--- config.mk ---
export PLATFORM = sky130hd
export DESIGN_NAME = mem_stage
export DESIGN_NICKNAME = d
export VERILOG_FILES = /design/src/rtl/mem_pkg.sv /design/src/rtl/load_extend.sv /design/src/rtl/mem_stage.sv
export SDC_FILE = /design/constraint.sdc
export NUM_CORES = 1
export LEC_CHECK = 0
export BUFFER_PORTS_ARGS = -buffer_cell sky130_fd_sc_hd__buf_2
export CORE_ASPECT_RATIO = 1.25
export CORE_MARGIN = 3
export CORE_UTILIZATION = 41
export DETAILED_ROUTE_END_ITERATION = 16
export GPL_TIMING_DRIVEN = 0
export PLACE_DENSITY = 0.65
export SLEW_MARGIN = 20
export SYNTH_ARGS = -nofsm -noshare
export SYNTH_HDL_FRONTEND = slang
export SYNTH_SLANG_ARGS = --single-unit
--- constraint.sdc ---
create_clock -name clk -period 3.7 [get_ports clk]
set_input_delay 0.555 -clock clk [delete_from_list [all_inputs] [get_ports clk]]
set_output_delay 0.555 -clock clk [all_outputs]
set_load 0.05 [all_outputs]
--- src/rtl/mem_pkg.sv ---
// mem_pkg: shared definitions for the memory stage.
// Holds the RV32 load/store width codes, the access FSM state type,
// lane geometry constants and small decode helpers used by mem_stage
// and load_extend.
package mem_pkg;

    // RV32 funct3 width codes for loads and stores
    localparam logic [2:0] F3_B  = 3'b000;
    localparam logic [2:0] F3_H  = 3'b001;
    localparam logic [2:0] F3_W  = 3'b010;
    localparam logic [2:0] F3_BU = 3'b100;
    localparam logic [2:0] F3_HU = 3'b101;

    // Lane geometry of a little-endian 32-bit word
    localparam int BYTE_W = 8;
    localparam int HALF_W = 16;
    localparam int WORD_W = 32;

    // Byte-offset masks that force natural alignment
    localparam logic [1:0] HALF_OFF_MASK = 2'b10;
    localparam logic [1:0] WORD_OFF_MASK = 2'b00;

    // Access FSM states
    typedef enum logic [1:0] {
        IDLE = 2'd0,
        RD   = 2'd1,
        WR   = 2'd2,
        RESP = 2'd3
    } mem_state_t;

    // True for halfword-sized codes (signed or unsigned)
    function automatic logic is_half(input logic [2:0] funct3);
        return (funct3 == F3_H) || (funct3 == F3_HU);
    endfunction

    // True when the width code exists for the given direction
    function automatic logic is_supported(input logic we, input logic [2:0] funct3);
        logic ok;
        ok = (funct3 == F3_B) || (funct3 == F3_H) || (funct3 == F3_W);
        if (!we) begin
            ok = ok || (funct3 == F3_BU) || (funct3 == F3_HU);
        end
        return ok;
    endfunction

    // True when the byte offset breaks natural alignment for the width
    function automatic logic is_misaligned(input logic [2:0] funct3, input logic [1:0] off);
        logic bad;
        bad = 1'b0;
        if (is_half(funct3)) begin
            bad = off[0];
        end else if (funct3 == F3_W) begin
            bad = (off != 2'b00);
        end
        return bad;
    endfunction

    // Byte offset with the low bits cleared to the access's natural alignment
    function automatic logic [1:0] align_off(input logic [2:0] funct3, input logic [1:0] off);
        logic [1:0] res;
        res = off;
        if (is_half(funct3)) begin
            res = off & HALF_OFF_MASK;
        end else if (funct3 == F3_W) begin
            res = off & WORD_OFF_MASK;
        end
        return res;
    endfunction

endpackage

--- src/rtl/load_extend.sv ---
// load_extend: combinational lane select and sign/zero extension of a
// RAM word for LB/LH/LW/LBU/LHU, using the byte offset of the access.
module load_extend
    import mem_pkg::*;
(
    input  logic [2:0]  funct3,
    input  logic [1:0]  byte_off,
    input  logic [31:0] word,
    output logic [31:0] data
);

    logic [BYTE_W-1:0] byte_sel;
    logic [HALF_W-1:0] half_sel;

    // Pick the addressed byte and halfword lanes out of the word
    always_comb begin
        byte_sel = word[7:0];
        case (byte_off)
            2'd0: byte_sel = word[7:0];
            2'd1: byte_sel = word[15:8];
            2'd2: byte_sel = word[23:16];
            2'd3: byte_sel = word[31:24];
            default: byte_sel = word[7:0];
        endcase
        half_sel = byte_off[1] ? word[31:16] : word[15:0];
    end

    // Extend the selected lane to 32 bits according to the width code
    always_comb begin
        data = '0;
        case (funct3)
            F3_B:    data = {{(WORD_W-BYTE_W){byte_sel[BYTE_W-1]}}, byte_sel};
            F3_BU:   data = {{(WORD_W-BYTE_W){1'b0}}, byte_sel};
            F3_H:    data = {{(WORD_W-HALF_W){half_sel[HALF_W-1]}}, half_sel};
            F3_HU:   data = {{(WORD_W-HALF_W){1'b0}}, half_sel};
            F3_W:    data = word;
            default: data = '0;
        endcase
    end

endmodule

--- src/rtl/mem_stage.sv ---
// mem_stage: single-outstanding load/store unit between the execute stage
// and a combinational-read data RAM. Loads take IDLE->RD->RESP, word
// stores IDLE->WR->RESP, byte/half stores do a read-modify-write through
// IDLE->RD->WR->RESP. Faulting requests go straight IDLE->RESP.
// Optional macro MEM_STAGE_MISALIGN_TRAP_EN: when defined, misaligned
// accesses are reported with resp_err and never touch the RAM; when
// undefined, the low address bits are cleared to natural alignment.
module mem_stage
    import mem_pkg::*;
#(
    parameter int ADDR_W = 10,
    parameter int DATA_W = 32
) (
    input  logic              clk,
    input  logic              rstn,
    input  logic              req_valid,
    output logic              req_ready,
    input  logic              req_we,
    input  logic [2:0]        req_funct3,
    input  logic [31:0]       req_addr,
    input  logic [31:0]       req_wdata,
    output logic              resp_valid,
    output logic [31:0]       resp_rdata,
    output logic              resp_err,
    output logic              ram_we,
    output logic [ADDR_W-1:0] ram_addr,
    output logic [DATA_W-1:0] ram_wdata,
    input  logic [DATA_W-1:0] ram_rdata
);

    mem_state_t  state;

    // Request fields captured at accept time
    logic        q_we;
    logic [2:0]  q_funct3;
    logic [1:0]  q_off;
    logic [31:0] q_wdata;

    // Accept-time decode of the incoming request
    logic              req_fault;
    logic [1:0]        acc_off;
    logic [ADDR_W-1:0] acc_word;

    logic [31:0] load_data;
    logic [31:0] merged;

    // Classify the incoming request and derive the word/byte address to use
    always_comb begin
        acc_word = req_addr[ADDR_W+1:2];
`ifdef MEM_STAGE_MISALIGN_TRAP_EN
        req_fault = !is_supported(req_we, req_funct3)
                  || is_misaligned(req_funct3, req_addr[1:0]);
        acc_off   = req_addr[1:0];
`else
        req_fault = !is_supported(req_we, req_funct3);
        acc_off   = align_off(req_funct3, req_addr[1:0]);
`endif
    end

    // Lane select and extension of the word read during RD
    load_extend u_load_extend (
        .funct3   (q_funct3),
        .byte_off (q_off),
        .word     (ram_rdata),
        .data     (load_data)
    );

    // Splice the store byte/halfword into the word read during RD
    always_comb begin
        merged = ram_rdata;
        case (q_funct3)
            F3_B: begin
                case (q_off)
                    2'd0: merged[7:0]   = q_wdata[7:0];
                    2'd1: merged[15:8]  = q_wdata[7:0];
                    2'd2: merged[23:16] = q_wdata[7:0];
                    2'd3: merged[31:24] = q_wdata[7:0];
                    default: merged = ram_rdata;
                endcase
            end
            F3_H: begin
                if (q_off[1]) begin
                    merged[31:16] = q_wdata[15:0];
                end else begin
                    merged[15:0] = q_wdata[15:0];
                end
            end
            default: merged = q_wdata;
        endcase
    end

    // Access FSM with all handshake, response and RAM outputs registered
    always_ff @(posedge clk or negedge rstn) begin
        if (!rstn) begin
            state      <= IDLE;
            req_ready  <= 1'b1;
            resp_valid <= 1'b0;
            resp_err   <= 1'b0;
            resp_rdata <= '0;
            ram_we     <= 1'b0;
            ram_addr   <= '0;
            ram_wdata  <= '0;
            q_we       <= 1'b0;
            q_funct3   <= '0;
            q_off      <= '0;
            q_wdata    <= '0;
        end else begin
            case (state)
                IDLE: begin
                    if (req_valid) begin
                        q_we      <= req_we;
                        q_funct3  <= req_funct3;
                        q_off     <= acc_off;
                        q_wdata   <= req_wdata;
                        req_ready <= 1'b0;
                        if (req_fault) begin
                            resp_valid <= 1'b1;
                            resp_err   <= 1'b1;
                            resp_rdata <= '0;
                            state      <= RESP;
                        end else if (req_we && (req_funct3 == F3_W)) begin
                            ram_addr  <= acc_word;
                            ram_wdata <= req_wdata;
                            ram_we    <= 1'b1;
                            state     <= WR;
                        end else begin
                            ram_addr <= acc_word;
                            state    <= RD;
                        end
                    end
                end
                RD: begin
                    if (q_we) begin
                        ram_wdata <= merged;
                        ram_we    <= 1'b1;
                        state     <= WR;
                    end else begin
                        resp_rdata <= load_data;
                        resp_err   <= 1'b0;
                        resp_valid <= 1'b1;
                        state      <= RESP;
                    end
                end
                WR: begin
                    ram_we     <= 1'b0;
                    resp_rdata <= '0;
                    resp_err   <= 1'b0;
                    resp_valid <= 1'b1;
                    state      <= RESP;
                end
                RESP: begin
                    resp_valid <= 1'b0;
                    resp_err   <= 1'b0;
                    resp_rdata <= '0;
                    req_ready  <= 1'b1;
                    state      <= IDLE;
                end
                default: begin
                    ram_we    <= 1'b0;
                    req_ready <= 1'b1;
                    state     <= IDLE;
                end
            endcase
        end
    end

endmodule

# Word level (Yosys, flattened, before mapping)
# Index checks and enable logic that the tools add are counted.
[totals] ff_bits=118 inputBits=103 out_inout_bits=78 word_cells=92
[op_classes] n_eq_ne=20 muxes=40 reduce_logical=20
[op_table] op="$mux W32" count=7
[op_table] op="$pmux W32 S5" count=1
[op_table] op="$pmux W32 S2" count=2
[op_table] op="$pmux W32 S3" count=1
[op_table] op="$mux W16" count=3
[op_table] op="$mux W8" count=4
[op_table] op="$pmux W8 S4" count=1
[op_table] op="$eq A3 B3 Y1 const B" count=4
[op_table] op="$ne A2 B2 Y1 const B" count=6
[op_table] op="$mux W1" count=11
[op_table] op="$mux W2" count=5
[op_table] op="$reduce_and A5 Y1" count=2
[op_table] op="$eq A2 B2 Y1 const B" count=4
[op_table] op="$pmux W2 S4" count=1
[op_table] op="$eq A3 B1 Y1 const B" count=2
[op_table] op="$eq A3 B2 Y1 const B" count=2
[op_table] op="$logic_not A3 Y1" count=2
[op_table] op="$pmux W1 S3" count=2
[op_table] op="$reduce_and A3 Y1" count=2
[op_table] op="$logic_or A1 B1 Y1" count=5
[op_table] op="$eq A2 B1 Y1 const B" count=2
[op_table] op="$logic_not A2 Y1" count=2
[op_table] op="$pmux W1 S4" count=1
[op_table] op="$reduce_and A2 Y1" count=2
[op_table] op="5 further kinds" count=6

# Longest topological paths before layout
[logic_depth] depth_word=9 mapped_depth=8 ltp_nobuf=6

# Cells and area by module
# From an unflattened synthesis, not the netlist that was laid out.
[unflattened] cells_unflattened=661 hier_area_um2=6912.9
[by_module_without_submodules] mod="mem_stage" n_inst=1 cells_per_inst=533 area_per_inst_um2=5846.9 seq_area_each_um2=2954.1
[by_module_without_submodules] mod="load_extend" n_inst=1 cells_per_inst=128 area_per_inst_um2=1066.0 seq_area_each_um2=0.0

# Worst setup path after synthesis
# OpenSTA, ideal clock, no wires.
[synth_path] path_kind="register to register" start="register state[0]" end="register ram_wdata[14]" setup_ns=0.141 t_arrival_ns=1.650 t_required_ns=3.559 setup_slack_ns=1.910 path_stages_with_launch=9 path_buffers=2 synth_period_minus_slack_ns=1.790 cell_sequence="dfrtp_1 -> inv_1 -> ha_1 -> buf_2 -> and3b_1 -> a31o_2 -> nand2_2 -> buf_4 -> o221ai_1"
[synth_between] elab_chain_cells=3 word_cells_on_any_way=9 cone_classes="eq/ne (5); mux (1); reduce/logical (3)"
[synth_lines] item="start: declaration" line_no="mem_stage.sv:31" rtl="mem_state_t state;"
[synth_lines] item="start signal: assignment" line_no="mem_stage.sv:95" rtl="state <= IDLE;"
[synth_lines] item="start signal: assignment" line_no="mem_stage.sv:120" rtl="state <= RESP;"
[synth_lines] item="start signal: assignment" line_no="mem_stage.sv:125" rtl="state <= WR;"
[synth_lines] item="$eq A2 B1 Y1 or $logic_not A2 Y1 (tied branches)" line_no="mem_stage.sv:108" rtl="case (state)"
[synth_lines] item="$ne A2 B2 Y1 (no source line) or $reduce_bool A2 Y1 (tied branches)"
[synth_lines] item="$reduce_and A5 Y1 (no source line)"
[synth_lines] item="end signal: assignment" line_no="mem_stage.sv:123" rtl="ram_wdata <= req_wdata;"
[synth_lines] item="end signal: assignment" line_no="mem_stage.sv:134" rtl="ram_wdata <= merged;"
[synth_lines] item="end: declaration" line_no="mem_stage.sv:27" rtl="output logic [DATA_W-1:0] ram_wdata,"
# Several ways; a longest one is shown, not always the timed one.
# A chain may end at the register's enable or synchronous reset.

# Final worst setup path
[layout_path] start="register state[1]" end="register resp_rdata[30]"
[layout_between] elab_chain_cells=3 word_cells_on_any_way=10 cone_classes="eq/ne (6); mux (1); reduce/logical (3)"
[layout_lines] item="$eq A2 B2 Y1, or another cell as far along" line_no="mem_stage.sv:108"
[layout_lines] item="$reduce_or A2 Y1 (no source line) or $ne A2 B2 Y1 (tied branches)"
[layout_lines] item="$pmux W32 S3 or $reduce_and A3 Y1 (tied branches)"
[layout_lines] item="end signal: assignment" line_no="mem_stage.sv:138" rtl="resp_rdata <= load_data;"
[layout_lines] item="end: declaration" line_no="mem_stage.sv:23" rtl="output logic [31:0] resp_rdata,"
# Several ways; a longest one is shown, not always the timed one.

==> flow_summary.toml <==
[outcome]
outcome = "finished clean"

[worst_setup_path]
worst_path_buffer_plus_inverter_count = 3
path_cells = "inv_1 -> ha_1 -> and2_1 -> a311o_1 -> buf_2 -> clkbuf_1 -> nand2_1 -> a22oi_1"
worst_ep_required_time_ns = 4.05
critical_path.startpoint_type = "flip-flop"
path_delay_family = "buffers and inverters"
criticalPathCategory = "flip-flop to flip-flop"
r2r_setup_slack_ns = 1.33
worst_r2r_path_depth = 8
biggest_fanout_along_the_worst_timing_path = 10
timing.critical_path.arrival_ns = 2.72
critical_path.max_stage_delay_ns = 0.60
critical_path.reg2reg.endpoint = "resp_rdata[30]$_DFFE_PN0P_"
timing.rr.start = "state[1]$_DFFE_PN0P_"
crit_slowest_cell = "clkbuf_1"
endpoint_kind = "flip-flop"

[timing]
fin_ws_ns = 1.33
finalHoldViolations = 0
setup_viol = 0
relSlewSlack_pct = 49.4
timing.final.crit_period_ns = 2.37
tightestPinTransition_ns = 0.759
max_freq_mhz = 423
clock_skew_ns = 0.00860
finalCritPeriodShare_pct = 63.9
setup_repair_after_global_routing_missed_its_margin = "no"
tns_ns = 0
maxSlewViolCount = 0

[clock_tree]
clock_tree.htree_level_count = 4
cts-root-buf = "clkbuf_16"
hold_buf_count_cts = 0
cts_tree = "yes"
post_cts.resized_instances = 0
clock_latency_on_the_worst_skew_pair_ns = 0.43
number_of_buffers_added_by_the_clock_tree_synthesis_step = 17
cts_num_sinks = 118
clk_pin_slew_worst_paths_ns = 0.06
max_buffers_root_to_sink = 2
cts_setup_buffers = 0

[synthesis]
netlist-cell-type-count = 59
syn_avg_cell_area_um2 = 10.2
dominantRegCellSynth = "dfrtp_1"
postSynthCellCount = 640
post_synth_instance_area_um2 = 6530
seq_area_frac_synth_pct = 45.3
postSynthNetCount = 747
flops_latches_synth = 118
synth-edff-count = 0
async_sr_flop_fraction_pct = 100
synth-warning-count = 0

[finish]
drive_above_1_share_pct = 35.1
filler_cell_count = 1415
sequential_area_um2 = 2950
final_cells = 1041
multi_input_comb_area_um2 = 3300
area_growth_from_synthesis_to_layout_pct = 27.1
layout.nets = 926

[placed_design]
dp.final_hpwl_um = 17500
number_of_buffers_added_on_ports = 159
post-place-cells = 1008
globalplace.congestion = 0.920
preCtsSetupSlack_ns = 1.37

[floorplanning]
count_of_boundary_i_o_pins = 181
area_of_the_die_um2 = 17500
initial_core_util_pct = 42.8
core.rowCount = 50
die-height_um = 147
die_w_um = 119
core_area_um2 = 15300

[routing]
detail-route-antenna-nets = 0
drt-wirelength-per-cell_um = 21.8
viasPerCell = 5.86
initialDrtViolationCount = 412
drt_pre_antenna_iters = 6
drc = 0
vias = 6097
routed_wirelength_um = 22700

[power]
ir_drop_mv = 0.589
cellLeakagePower_uw = 0.00373
pwr_density_cell_nw_per_um2 = 1050

[global_routing]
first_global_vias = 6315
globalRouteMet3Util_pct = 5.78
first_pass_grt_wire_length_um = 35700
grt_antenna_before_repair = 1
globalRoute.busiestLayer = "met2"
total_congestion_overflow = 0
grt_util_all_layers_pct = 26.5
groute.layer.met1.usage_pct = 32.4
grt_max_degree = 77
global_route.usage.met2_pct = 44.5

[min_path]
timing.hold.worst.class = "primary input to asynchronous set/reset pin"

[job]
drv_cap = 0
cells in the final DEF, fill, tap and decap left out, types with 6 or more instances in the layout:
master	n
o21a_1	14
nor2_1	20
and3_1	8
clkbuf_16	17
nand3_1	9
buf_2	184
o211ai_1	9
inv_1	7
o22ai_1	15
nor3b_1	8
nand3b_1	9
a21boi_0	8
o221ai_1	7
clkbuf_1	18
mux2_2	45
dfrtp_1	117
a221oi_1	7
nand2_1	84
nand2b_1	10
a21oi_1	12
bufinv_16	6
o21ai_0	29
a221oi_2	7
o22a_1	8
o21ai_1	23
a22oi_1	39
a211oi_1	17
mux2i_1	26
nor2b_1	6
state kept, by name, indices dropped and copies added (netlist names), 2 cells and up:
name,cells
q_wdata,32
ram_wdata,32
resp_rdata,32
ram_addr,10
q_funct3,3
q_off,2
state,2
layout make-up:
cell class                      instances  share of cell area (%)
Multi-Input combinational cell        465                    39.8
Inverter                                7                   0.317
Sequential cell                       118                    35.6
Tap cell                              208                    3.14
Antenna cell                            1                  0.0302
Buffer                                 50                    2.93
Clock inverter                         15                    3.02
Timing Repair Buffer                  160                    10.0
Clock buffer                           17                    5.13
where the power goes:
part / total [µW] / internal, µW / switching, µW / leakage (µW)
clock: 1900 / 1270 / 629 / 0.000328
sequential: 2280 / 1840 / 438 / 0.00147
combinational: 4560 / 1490 / 3080 / 0.00193
total: 8740 / 4600 / 4140 / 0.00373
routing by layer:
layer	up-vias	part of all wire (%)
met4	0	4.1
met2	261	50
met3	55	5.8
met5	-	0
li1	2768	-
met1	3013	40
worst reg2reg max path: cells and delay by family (launching register included):
family          cells  cell delay (ns)
buf+inv             3             0.89
fa+ha+maj           1             0.31
flops               1             0.42
compound gates      2             0.32
simple gates        2             0.34
synthesized netlist by cell type (all sizes together), types with 2 or more instances:
library cell,number,area (µm²)
a211oi,17,128
a21boi,8,60.1
a21o,2,15.0
a21oi,12,60.1
a221oi,14,166
a22oi,39,293
a31oi,2,27.5
and2,2,12.5
and3,8,50.1
and3b,2,17.5
buf,32,175
clkbuf,18,67.6
dfrtp,117,2930
ha,4,50.1
inv,7,26.3
mux2,46,518
mux2i,26,260
nand2,86,328
nand2b,10,62.6
nand3,9,45.0
nand3b,9,67.6
nor2,23,104
nor2b,6,37.5
nor3,4,20.0
nor3b,9,78.8
o211ai,10,80.1
o21a,14,105
o21ai,53,269
o221ai,7,61.3
o22a,8,70.1
o22ai,15,93.8
o41ai,8,100
logic make-up (layout without fill, tap and decap cells):
kind of cell | after synthesis | in the layout | share of synthesized area (%)
compound gates | 215 | 215 | 24.3
fa+ha+maj | 4 | 4 | 0.767
buf+inv | 57 | 249 | 4.12
flops | 118 | 118 | 45.3
mux | 73 | 73 | 12.3
other cells | 0 | 1 | 0
simple gates | 173 | 173 | 13.3
worst max-delay path by stage:
stage	cells past startpoint	slack, ns	start	endpoint
after floorplan	8	1.91	state[0]$_DFFE_PN0P_	ram_wdata[14]$_DFFE_PN0P_
after global placement	1	0.68	rstn	q_wdata[22]$_DFFE_PN0P_
after detailed placement	8	1.37	state[1]$_DFFE_PN0P_	resp_rdata[30]$_DFFE_PN0P_
after CTS	8	1.34	state[1]$_DFFE_PN0P_	resp_rdata[30]$_DFFE_PN0P_
after global routing	8	1.18	state[1]$_DFFE_PN0P_	resp_rdata[30]$_DFFE_PN0P_
final	8	1.33	state[1]$_DFFE_PN0P_	resp_rdata[30]$_DFFE_PN0P_
metrics by stage:
step           cell area, µm²  total power (µW)  utilization (%)  hold slack [ns]
6_report                 8300              8740             54.3           0.0413
5_1_grt                  8300              9200             54.3           0.0621
4_1_cts                  8290              8750             54.3           0.0500
3_5_place_dp             7620              6830             49.9            0.469
3_3_place_gp             7580              6700             49.7            0.456
2_1_floorplan            6530              5510                -            0.259
(Power assumes the default switching activity.)
